<file path="src/rtl/id_ex_pipe.sv">
// -----------------------------------------------------------------------------
// id_ex_pipe
//
// ID -> EX pipeline register with a single skid buffer. The main register
// drives every out_* port directly. The skid register catches one payload
// when EX stalls. in_ready is therefore a pure register output, so the ID
// stage never sees a combinational path from out_ready.
//
// Parameters
//   DATA_WIDTH      operand / immediate width
//   ADDR_WIDTH      PC width
//   NUM_SRC         number of source-operand channels (1..4)
//   REG_ADDR_WIDTH  destination register index width
//   CTRL_WIDTH      opaque control bundle width
//
// Ports
//   clk, rst        clock; synchronous active-high reset
//   in_valid        ID payload valid
//   in_ready        stage can accept (equals !skid_valid)
//   flush           drop every held entry on the next edge
//   in_pc, in_rs_data, in_imm, in_rd, in_ctrl     ID payload
//   out_valid       EX payload valid
//   out_ready       EX accepts
//   out_pc, out_rs_data, out_imm, out_rd, out_ctrl  EX payload (registered)
//   stall_cnt       [ID_EX_STALL_CNT_EN only] cycles with out_valid && !out_ready
//   bubble_cnt      [ID_EX_STALL_CNT_EN only] cycles with !out_valid && out_ready
//
// Optional feature macro: ID_EX_STALL_CNT_EN
//
// State table
//   state | meaning
//   EMPTY | neither main nor skid holds a payload
//   ONE   | main holds a payload, skid empty
//   TWO   | main and skid both hold payloads; in_ready = 0
// -----------------------------------------------------------------------------
module id_ex_pipe #(
    parameter int DATA_WIDTH     = 32,
    parameter int ADDR_WIDTH     = 32,
    parameter int NUM_SRC        = 2,
    parameter int REG_ADDR_WIDTH = 5,
    parameter int CTRL_WIDTH     = 16
) (
    input  logic                          clk,
    input  logic                          rst,

    input  logic                          in_valid,
    output logic                          in_ready,
    input  logic                          flush,

    input  logic [ADDR_WIDTH-1:0]         in_pc,
    input  logic [NUM_SRC*DATA_WIDTH-1:0] in_rs_data,
    input  logic [DATA_WIDTH-1:0]         in_imm,
    input  logic [REG_ADDR_WIDTH-1:0]     in_rd,
    input  logic [CTRL_WIDTH-1:0]         in_ctrl,

    output logic                          out_valid,
    input  logic                          out_ready,
    output logic [ADDR_WIDTH-1:0]         out_pc,
    output logic [NUM_SRC*DATA_WIDTH-1:0] out_rs_data,
    output logic [DATA_WIDTH-1:0]         out_imm,
    output logic [REG_ADDR_WIDTH-1:0]     out_rd,
    output logic [CTRL_WIDTH-1:0]         out_ctrl
`ifdef ID_EX_STALL_CNT_EN
    ,
    output logic [31:0]                   stall_cnt,
    output logic [31:0]                   bubble_cnt
`endif
);

    typedef enum logic [1:0] {
        EMPTY = 2'd0,
        ONE   = 2'd1,
        TWO   = 2'd2
    } state_t;

    state_t state;

    logic                          main_valid;
    logic                          skid_valid;

    logic [ADDR_WIDTH-1:0]         skid_pc;
    logic [NUM_SRC*DATA_WIDTH-1:0] skid_rs_data;
    logic [DATA_WIDTH-1:0]         skid_imm;
    logic [REG_ADDR_WIDTH-1:0]     skid_rd;
    logic [CTRL_WIDTH-1:0]         skid_ctrl;

    logic in_xfer;
    logic out_xfer;

    assign in_ready  = !skid_valid;
    assign out_valid = main_valid;

    // rst is handled first in the sequential block, so it needs no term here.
    assign in_xfer  = in_valid && in_ready && !flush;
    assign out_xfer = main_valid && out_ready;

    always_ff @(posedge clk) begin
        if (rst) begin
            state        <= EMPTY;
            main_valid   <= 1'b0;
            skid_valid   <= 1'b0;
            out_pc       <= '0;
            out_rs_data  <= '0;
            out_imm      <= '0;
            out_rd       <= '0;
            out_ctrl     <= '0;
            skid_pc      <= '0;
            skid_rs_data <= '0;
            skid_imm     <= '0;
            skid_rd      <= '0;
            skid_ctrl    <= '0;
        end else if (flush) begin
            // Payload registers keep stale data; only the valids matter.
            state      <= EMPTY;
            main_valid <= 1'b0;
            skid_valid <= 1'b0;
        end else begin
            case (state)
                EMPTY: begin
                    if (in_xfer) begin
                        out_pc      <= in_pc;
                        out_rs_data <= in_rs_data;
                        out_imm     <= in_imm;
                        out_rd      <= in_rd;
                        out_ctrl    <= in_ctrl;
                        main_valid  <= 1'b1;
                        state       <= ONE;
                    end
                end

                ONE: begin
                    if (in_xfer && out_xfer) begin
                        // Main drains and refills in the same cycle.
                        out_pc      <= in_pc;
                        out_rs_data <= in_rs_data;
                        out_imm     <= in_imm;
                        out_rd      <= in_rd;
                        out_ctrl    <= in_ctrl;
                    end else if (in_xfer) begin
                        // Main is stalled (out_valid=1, out_ready=0): park in skid.
                        skid_pc      <= in_pc;
                        skid_rs_data <= in_rs_data;
                        skid_imm     <= in_imm;
                        skid_rd      <= in_rd;
                        skid_ctrl    <= in_ctrl;
                        skid_valid   <= 1'b1;
                        state        <= TWO;
                    end else if (out_xfer) begin
                        main_valid <= 1'b0;
                        state      <= EMPTY;
                    end
                end

                TWO: begin
                    if (out_xfer) begin
                        out_pc      <= skid_pc;
                        out_rs_data <= skid_rs_data;
                        out_imm     <= skid_imm;
                        out_rd      <= skid_rd;
                        out_ctrl    <= skid_ctrl;
                        skid_valid  <= 1'b0;
                        state       <= ONE;
                    end
                end

                default: begin
                    state      <= EMPTY;
                    main_valid <= 1'b0;
                    skid_valid <= 1'b0;
                end
            endcase
        end
    end

`ifdef ID_EX_STALL_CNT_EN
    // Free-running wrap-around counters; flush deliberately leaves them alone.
    always_ff @(posedge clk) begin
        if (rst) begin
            stall_cnt  <= '0;
            bubble_cnt <= '0;
        end else begin
            if (main_valid && !out_ready)
                stall_cnt <= stall_cnt + 32'd1;
            if (!main_valid && out_ready)
                bubble_cnt <= bubble_cnt + 32'd1;
        end
    end
`endif

endmodule

</file>
<file path="config.mk">
export PLATFORM = sky130hd
export DESIGN_NAME = id_ex_pipe
export DESIGN_NICKNAME = d
export VERILOG_FILES = /design/src/rtl/id_ex_pipe.sv
export SDC_FILE = /design/constraint.sdc
export NUM_CORES = 1
export LEC_CHECK = 0
export BUFFER_PORTS_ARGS = -buffer_cell sky130_fd_sc_hd__buf_2
export CORE_MARGIN = 5
export CORE_UTILIZATION = 48
export DETAILED_ROUTE_END_ITERATION = 8
export MAX_ROUTING_LAYER = met4
export PLACE_DENSITY = 0.78
export SLEW_MARGIN = 15
export SYNTH_ARGS = -nofsm -noshare
export SYNTH_HDL_FRONTEND = slang
export SYNTH_SLANG_ARGS = --single-unit
</file>
<file path="constraint.sdc">
create_clock -name clk -period 1.8 [get_ports clk]
set_input_delay 0.18 -clock clk [delete_from_list [all_inputs] [get_ports clk]]
set_output_delay 0.18 -clock clk [all_outputs]
set_load 0.05 [all_outputs]
</file>
=== Word level (Yosys, flattened, before mapping) ===
Index checks and enable logic that the tools add are counted.

* Equality and inequality tests: 10
* Muxes and demuxes: 33
* Bitwise operators: 4
* Reductions and logical operators: 14

{| class="wikitable"
|+ Operator list
! operator !! number
|-
| 32-bit 2-to-1 mux || 6
|-
| 64-bit 2-to-1 mux || 3
|-
| 32-bit one-hot mux with 3 select lines || 2
|-
| 64-bit one-hot mux with 3 select lines || 1
|-
| 16-bit 2-to-1 mux || 3
|-
| 16-bit one-hot mux with 3 select lines || 1
|-
| 5-bit 2-to-1 mux || 3
|-
| 5-bit one-hot mux with 3 select lines || 1
|-
| 2-bit inequality test (second input constant) || 7
|-
| 4-bit AND reduction || 3
|-
| 2-bit 2-to-1 mux || 5
|-
| 5-bit AND reduction || 2
|-
| 1-bit one-hot mux with 3 select lines || 2
|-
| 2-bit one-hot mux with 3 select lines || 1
|-
| 1-bit 2-to-1 mux || 5
|-
| 1-bit logical AND || 4
|-
| 1-bit NOT || 4
|-
| 3-bit inequality test (second input constant) || 1
|-
| 3-bit nonzero test || 1
|-
| 2-bit by 1-bit == test with 1-bit output (second input constant) || 1
|-
| 2-bit == test (second input constant) || 1
|-
| 1-bit zero test || 2
|-
| 2-bit zero test || 1
|-
| 2-bit OR reduction || 1
|}

* Flip-flop bits (word level): 302
* Input bits: 154

=== Longest topological paths before layout ===
Gate-level depths: netlist of the first run.

* Depth in word-level cells: 6
* Gate-level depth with buffers: 8
* Depth with buffers taken out: 4

=== Worst setup path after synthesis of the first run ===
Ideal clock, no wire load.

* Path type: register to register
* Start: reg main_valid, in the netlist out_valid
* End: reg out_rs_data[27]
* Setup time: 0.146 ns
* Data arrival time: 1.758 ns
* Slack: -0.104 ns
* Cell stages (with the launch flop): 7
* Buffers on the path: 3
* Path through: dfxtp_1 nand2_1 a221oi_1 buf_2 buf_2 buf_4 a211oi_1

* Longest elaborated chain between the ends: 4
* Elaborated cells on any way between the ends: 5
* Those cells by class: eq/ne: 2; reduce/logical: 3

{| class="wikitable"
|+ Ends and longest elaborated chain
! what !! line !! RTL
|-
| start: declaration || 78 || <nowiki>logic main_valid;</nowiki>
|-
| start signal: assignment || 100 || <nowiki>main_valid <= 1'b0;</nowiki>
|-
| start signal: assignment || 115 || <nowiki>main_valid <= 1'b0;</nowiki>
|-
| start signal: assignment || 126 || <nowiki>main_valid <= 1'b1;</nowiki>
|-
| 1-bit logical AND * || 95 || <nowiki>assign out_xfer = main_valid && out_ready;</nowiki>
|-
| 1-bit logical AND || 132 || <nowiki>if (in_xfer && out_xfer) begin</nowiki>
|-
| 2-bit inequality test (no line) || n/a ||
|-
| 5-bit AND reduction (no line) * || n/a ||
|-
| end signal: assignment || 122 || <nowiki>out_rs_data <= in_rs_data;</nowiki>
|-
| end signal: assignment || 135 || <nowiki>out_rs_data <= in_rs_data;</nowiki>
|-
| end signal: assignment || 157 || <nowiki>out_rs_data <= skid_rs_data;</nowiki>
|-
| end: declaration || 59 || <nowiki>output logic [NUM_SRC*DATA_WIDTH-1:0] out_rs_data,</nowiki>
|}

Mark *: on every way between the ends. The rest lies on a longest branch, timed or not.
A chain may end at the register's enable or synchronous reset.

=== Worst setup path in the final report of the first run ===
* Start: reg state[1]
* End: reg out_rs_data[41]

* Longest elaborated chain between the ends: 3
* Elaborated cells on any way between the ends: 9
* Those cells by class: eq/ne: 5; mux: 1; reduce/logical: 3

{| class="wikitable"
|+ Ends and longest elaborated chain
! what !! line !! RTL
|-
| start: declaration || 76 || <nowiki>state_t state;</nowiki>
|-
| start signal: assignment || 99 || <nowiki>state <= EMPTY;</nowiki>
|-
| start signal: assignment || 114 || <nowiki>state <= EMPTY;</nowiki>
|-
| start signal: assignment || 127 || <nowiki>state <= ONE;</nowiki>
|-
| 2-bit by 1-bit == test with 1-bit output (tied with other cells) || 118 || <nowiki>case (state)</nowiki>
|-
| 2-bit inequality test (no line) or 3-bit nonzero test (tied branches) || n/a ||
|-
| 5-bit AND reduction (no line) || n/a ||
|}

Parallel ways exist; a longest one is shown, timed or not.

==> results of run 1 <==
==> synthesized netlist by cell type (2+ instances only) <==
master	n
dfxtp_1	302
nand2_1	300
nor2_1	152
a21oi_1	150
mux2i_1	150
a211oi_2	80
a211oi_1	69
clkbuf_1	58
buf_2	39
buf_6	9
buf_4	8
buf_1	3
a2111oi_0	2
inv_1	2
nand2b_1	2
nor3_1	2
==> layout make-up <==
cell class | instances | area (µm²)
fillers | 1493 | 6610
well taps | 330 | 413
flip-flops and latches | 302 | 6050
inverters | 2 | 7.51
diodes | 2 | 5.00
repair buffers | 572 | 4840
multi-input cells | 919 | 6210
clock inverters | 8 | 67.6
clock buffers | 45 | 898
==> sequential cells by signal, indices dropped and copies added (netlist names) <==
name and cells:
out_imm 32, skid_imm 32, skid_rs_data 64, out_pc 32
skid_valid 1, state 2, out_rs_data 64, out_ctrl 16
skid_ctrl 16, out_valid 1, out_rd 5, skid_pc 32
skid_rd 5
==> worst paths after layout <==
check                           cells after the start        start  slack (ns)              end
worst max-delay path                                7     state[1]       -0.18  out_rs_data[41]
worst min-delay path                                2          rst        0.13     skid_imm[31]
worst min register to register                      2  skid_imm[5]        0.45      skid_imm[5]
worst max register to register                      7     state[1]       -0.18  out_rs_data[41]
==> cell usage in the layout (no fill, tap or decap), types with 3 or more instances in the layout <==
cell | netlist | final
a211oi_1 | 69 | 21
a211oi_2 | 80 | 127
a21oi_1 | 150 | 149
buf_12 | 0 | 26
buf_16 | 0 | 10
buf_2 | 39 | 303
buf_4 | 8 | 38
buf_6 | 9 | 15
buf_8 | 0 | 16
clkbuf_1 | 58 | 7
clkbuf_16 | 0 | 44
clkbuf_8 | 0 | 7
clkinv_2 | 0 | 6
dfxtp_1 | 302 | 299
dfxtp_2 | 0 | 3
dlygate4sd3_1 | 0 | 151
mux2i_1 | 150 | 150
nand2_1 | 300 | 300
nor2_1 | 152 | 94
nor2_2 | 0 | 23
nor2_4 | 0 | 35
==> metal layers <==
layer	up-vias	GRT usage, %
li1	5571	-
met1	5982	30.2
met2	730	46.4
met3	190	4.36
met4	0	10.7
met5	-	-
==> per-stage QoR <==
step / TNS, ns / util [%] / setup WS [ns] / total power [µW] / area (µm²)
2_1_floorplan: 0 / - / 0.0379 / 9050 / 12200
3_3_place_gp: -1.76 / 57.0 / -0.0448 / 9780 / 14300
3_5_place_dp: -9.14 / 57.0 / -0.127 / 9830 / 14300
4_1_cts: -6.41 / 69.4 / -0.0944 / 16400 / 17400
5_1_grt: -21.34 / 73.6 / -0.244 / 17400 / 18500
6_report: -9.50 / 73.7 / -0.182 / 16900 / 18500
==> timing repair <==
item,in CTS,in global routing
gates cloned,8,16
pin swaps,18,69
hold buffers,151,0
setup buffers,25,22
setup endpoints to repair,147,229
hold endpoints to repair,205,0
gates resized for setup,45,164
==> worst max-delay path, stage by stage, from the launching register on <==
cell and delay [ns]:
dfxtp_2 0.33, or3b_4 0.39, a221oi_4 0.35, buf_12 0.19, buf_6 0.14, buf_16 0.13, nor2_1 0.05, a211oi_1 0.29
==> power breakdown <==
part | internal (µW) | switching, µW | leakage, µW | total (µW)
Combinational | 1330 | 2120 | 0.00538 | 3460
Sequential | 6990 | 241 | 0.00246 | 7230
Clock | 3560 | 2620 | 0.000478 | 6180
==> cells by family after synthesis <==
kind of cell / count (synthesis) / synth area share, %
AND/OR/NAND/NOR: 463 / 14.4
AO/OA/AOI/OAI: 305 / 18.9
flip-flops: 302 / 49.4
multiplexers: 150 / 12.3
buffers and inverters: 119 / 4.85
XOR/XNOR: 1 / 0.0716
==> results.json, run 1 <==
{
  "status": "finished, violations left",
  "violations": "negative setup slack",
  "grt_pass1_vias": 12056,
  "cts_made_buffers": 30,
  "clk_latency_ns": 0.56,
  "syn_inst": 1340,
  "grt_usage_pct": 26.5,
  "design.die.area_um2": 28800,
  "syn_avg_cell_area_um2": 9.13,
  "fin_crit_sh_pct": 110,
  "crit_type": "flop to flop",
  "ant_nets": 0,
  "fmax_mhz": 504,
  "start_util_pct": 48.7,
  "clock_sinks": 302,
  "worst_pin_slew_ns": 0.661,
  "cts_root_buf": "clkbuf_16",
  "wl_met3_um": 3230,
  "worstPathRequired_ns": 2.24,
  "overflow": 0,
  "fp.dieH_um": 170,
  "portBuffers": 304,
  "yosysSeqAreaShare_pct": 49.4,
  "synth_top_area_cell": "dfxtp_1",
  "hold_violations": 0,
  "dp.cells": 1909,
  "synth-main-ff-cell": "dfxtp_1",
  "synth_area_um2": 12200,
  "h-tree-depth": 1,
  "dp_hpwl_um": 21400,
  "synth_edf_count": 0,
  "antenna_found_initial": 0,
  "cts_max_path_buffers": 3,
  "synth_seq_cells": 302,
  "routedWlPerCell_um": 20.3,
  "rsz0062_at_grt": "true",
  "coreArea_um2": 25100,
  "gp_congestion": 0.782,
  "layout.nets": 1981,
  "synth_top_area_share_pct": 49.4,
  "setup_viol": 140,
  "routed_via_density": 5.72,
  "cts_tree": "built",
  "path_clk_slew_ns": 0.07,
  "drc": 0,
  "start_kind": "flop",
  "syn_to_final_growth_pct": 51.2,
  "drt-initial-drc-count": 1303,
  "synth_cell_types": 28,
  "skew_ns": 0.0211,
  "route.met2.wl_um": 23000,
  "maxSlewViolCount": 0,
  "fp.dieW_um": 170,
  "relSlewSlack_pct": 55.9,
  "grt_pass1_wl_um": 61700,
  "vias": 12473,
  "vdd_drop_max_uv": 788,
  "cp.arrival_ns": 2.42,
  "grt_max_degree": 78,
  "leakagePower_uw": 0.00833,
  "fin_cells": 2180,
  "min_path_type": "input port to flop",
  "drv_cap": 0,
  "period_minus_slack_ns": 1.98,
  "path_max_fanout": 9,
  "finalWirelength_um": 44200,
  "drt-met1-wl_um": 16000,
  "async_reset_ff_share_pct": 0,
  "syn-num-nets": 1494,
  "postLayoutSetupSlackWorst_ns": -0.182,
  "power.density_nw_per_um2": 912,
  "maxUsedRoutingLayer": "met4",
  "first_pass_iters": 7,
  "drive_above_1_share_pct": 35.9,
  "synthTopCellsByArea": "dfxtp_1 49%, mux2i_1 12%, nand2_1 9.2%",
  "num_rows": 58,
  "io_pins": 305,
  "ys_warn_count": 0,
  "worstSetupEndpointType": "flop",
  "hold_slack_ns": 0.127
}
(Power assumes the default switching activity.)
==> inputs of run 2 (changes only) <==
==> constraint.sdc (replaced) <==
create_clock -name clk -period 1.75 [get_ports clk]
set_input_delay 0.175 -clock clk [delete_from_list [all_inputs] [get_ports clk]]
set_output_delay 0.175 -clock clk [all_outputs]
set_load 0.05 [all_outputs]
==> results.json, run 2 (synthesis results as in run 1) <==
{
  "start_util_pct": 48.7,
  "num_rows": 58,
  "fp.dieW_um": 170,
  "reg2reg_setup_slack_ns": -0.24,
  "cts_tree": "built",
  "worstSetupEndpointType": "flop",
  "portBuffers": 304,
  "clock_sinks": 302,
  "r2r-end": "out_pc[25]",
  "cp.arrival_ns": 2.45,
  "finalWirelength_um": 41900,
  "grt_pass1_vias": 11647,
  "skew_ns": 0.0160,
  "vdd_drop_max_uv": 929,
  "layout.nets": 1984,
  "coreArea_um2": 25100,
  "fin_util_pct": 72.5,
  "grt_usage_pct": 25.5,
  "crit_path_end": "out_pc[25]",
  "biggestRegsByFlops": "out_rs_data x64, skid_rs_data x64",
  "first_pass_iters": 7,
  "finalSetupTns_ns": -20.88,
  "drc": 0,
  "r2r_start": "state[1]",
  "routed_via_density": 5.59,
  "min_path_type": "input port to flop",
  "fmax_mhz": 502,
  "setup_viol": 149,
  "syn_to_final_growth_pct": 48.8,
  "regArea_um2": 6050,
  "path_clk_slew_ns": 0.07,
  "ant_nets": 0,
  "grt_pass1_wl_um": 59700,
  "fp.dieH_um": 170,
  "io_pins": 305,
  "worst_pin_slew_ns": 0.704,
  "rsz0062_at_grt": "true",
  "power.density_nw_per_um2": 961,
  "multiInputGateArea_um2": 5950,
  "dp_hpwl_um": 21700,
  "layout_common_cells": "303 x buf_2, 300 x nand2_1, 299 x dfxtp_1",
  "hold_violations": 0,
  "worstPathRequired_ns": 2.20,
  "routedWlPerCell_um": 19.2,
  "cts_root_buf": "clkbuf_16",
  "status": "finished, violations left",
  "antenna_found_initial": 1,
  "leakagePower_uw": 0.00825,
  "fillers": 1584,
  "postLayoutSetupSlackWorst_ns": -0.244,
  "drt-initial-drc-count": 1109,
  "gp_congestion": 0.827,
  "design.die.area_um2": 28800,
  "path_max_fanout": 21,
  "crit_type": "flop to flop",
  "clk_latency_ns": 0.56,
  "h-tree-depth": 1,
  "overflow": 0,
  "maxSlewViolCount": 0,
  "final_common_cell": "buf_2",
  "grt_max_degree": 82,
  "crit_path_start": "state[1]",
  "vias": 12215,
  "fin_crit_sh_pct": 114,
  "period_minus_slack_ns": 1.99,
  "relSlewSlack_pct": 53.0,
  "start_kind": "flop",
  "cts_made_buffers": 31,
  "rr_worst_depth": 7,
  "violations": "negative setup slack",
  "cts_max_path_buffers": 3,
  "dp.cells": 1927,
  "drv_cap": 0,
  "drive_above_1_share_pct": 33.7,
  "fin_cells": 2186
}
[run 2: changes by cell type in the layout (fill, tap and decap cells not counted), sizes merged]
cell / change
buf: +3
bufinv: +1
clkbuf: +2
clkinv: -1
clkinvlp: -1
inv: +2
[run 2: repair_timing]
action                                 4_1_cts  5_1_grt
gates resized for setup                     30      102
setup endpoints to repair                  148      223
setup buffers                               14       19
hold buffers                               151        0
endpoints found under the hold margin      224        0
cloned                                       4       12
pin swaps                                    7       29
[run 2: layout make-up]
type                            count  area share, %
Inverter                            2         0.0413
Antenna cell                        2         0.0275
Clock inverter                      9          0.605
Clock buffer                       48           5.05
Tap cell                          330           2.27
Multi-Input combinational cell    919           32.7
Timing Repair Buffer              574           26.0
Sequential cell                   302           33.2
[run 2: worst min-delay path by stage]
stage | from | to | slack (ns) | depth (start not counted)
2_1_floorplan | flush | skid_valid | 0.25 | 1
3_3_place_gp | in_rs_data[34] | skid_rs_data[34] | 0.43 | 3
3_5_place_dp | in_rs_data[37] | skid_rs_data[37] | 0.43 | 3
4_1_cts | rst | skid_rs_data[38] | 0.09 | 2
5_1_grt | rst | skid_rs_data[38] | 0.12 | 2
6_report | rst | skid_rs_data[43] | 0.11 | 2
[run 2: report_power, final]
| group | switching (µW) | internal (µW) |
|---|---|---|
| Combinational | 2110 | 1300 |
| Sequential | 223 | 7190 |
| Clock | 2760 | 3900 |
| Total | 5100 | 12400 |
[run 2: critical path: stages (launching register included)]
cell and delay, ns:
dfxtp_2 0.33, or3b_4 0.39, a221oi_4 0.29, buf_12 0.15, buf_16 0.19, buf_16 0.18
nor2_1 0.07, a211oi_2 0.26
[run 2: per-layer routing]
metal	up-vias	track usage [%]	part of all wire, %
met3	166	4.59	7.7
li1	5597	-	-
met2	655	43.7	51
met1	5797	29.9	37
met5	-	-	0
met4	0	9.66	4.5
[run 2: metrics by stage]
stage	hold slack [ns]	worst slack (ns)	area [µm²]	power, µW
finish	0.112	-0.244	18200	17500
global route	0.115	-0.334	18200	18100
detailed placement	0.433	-0.172	14400	10100
floorplan	0.254	-0.0121	12200	9300
CTS	0.0901	-0.152	17300	17100
global placement	0.426	-0.102	14400	10100
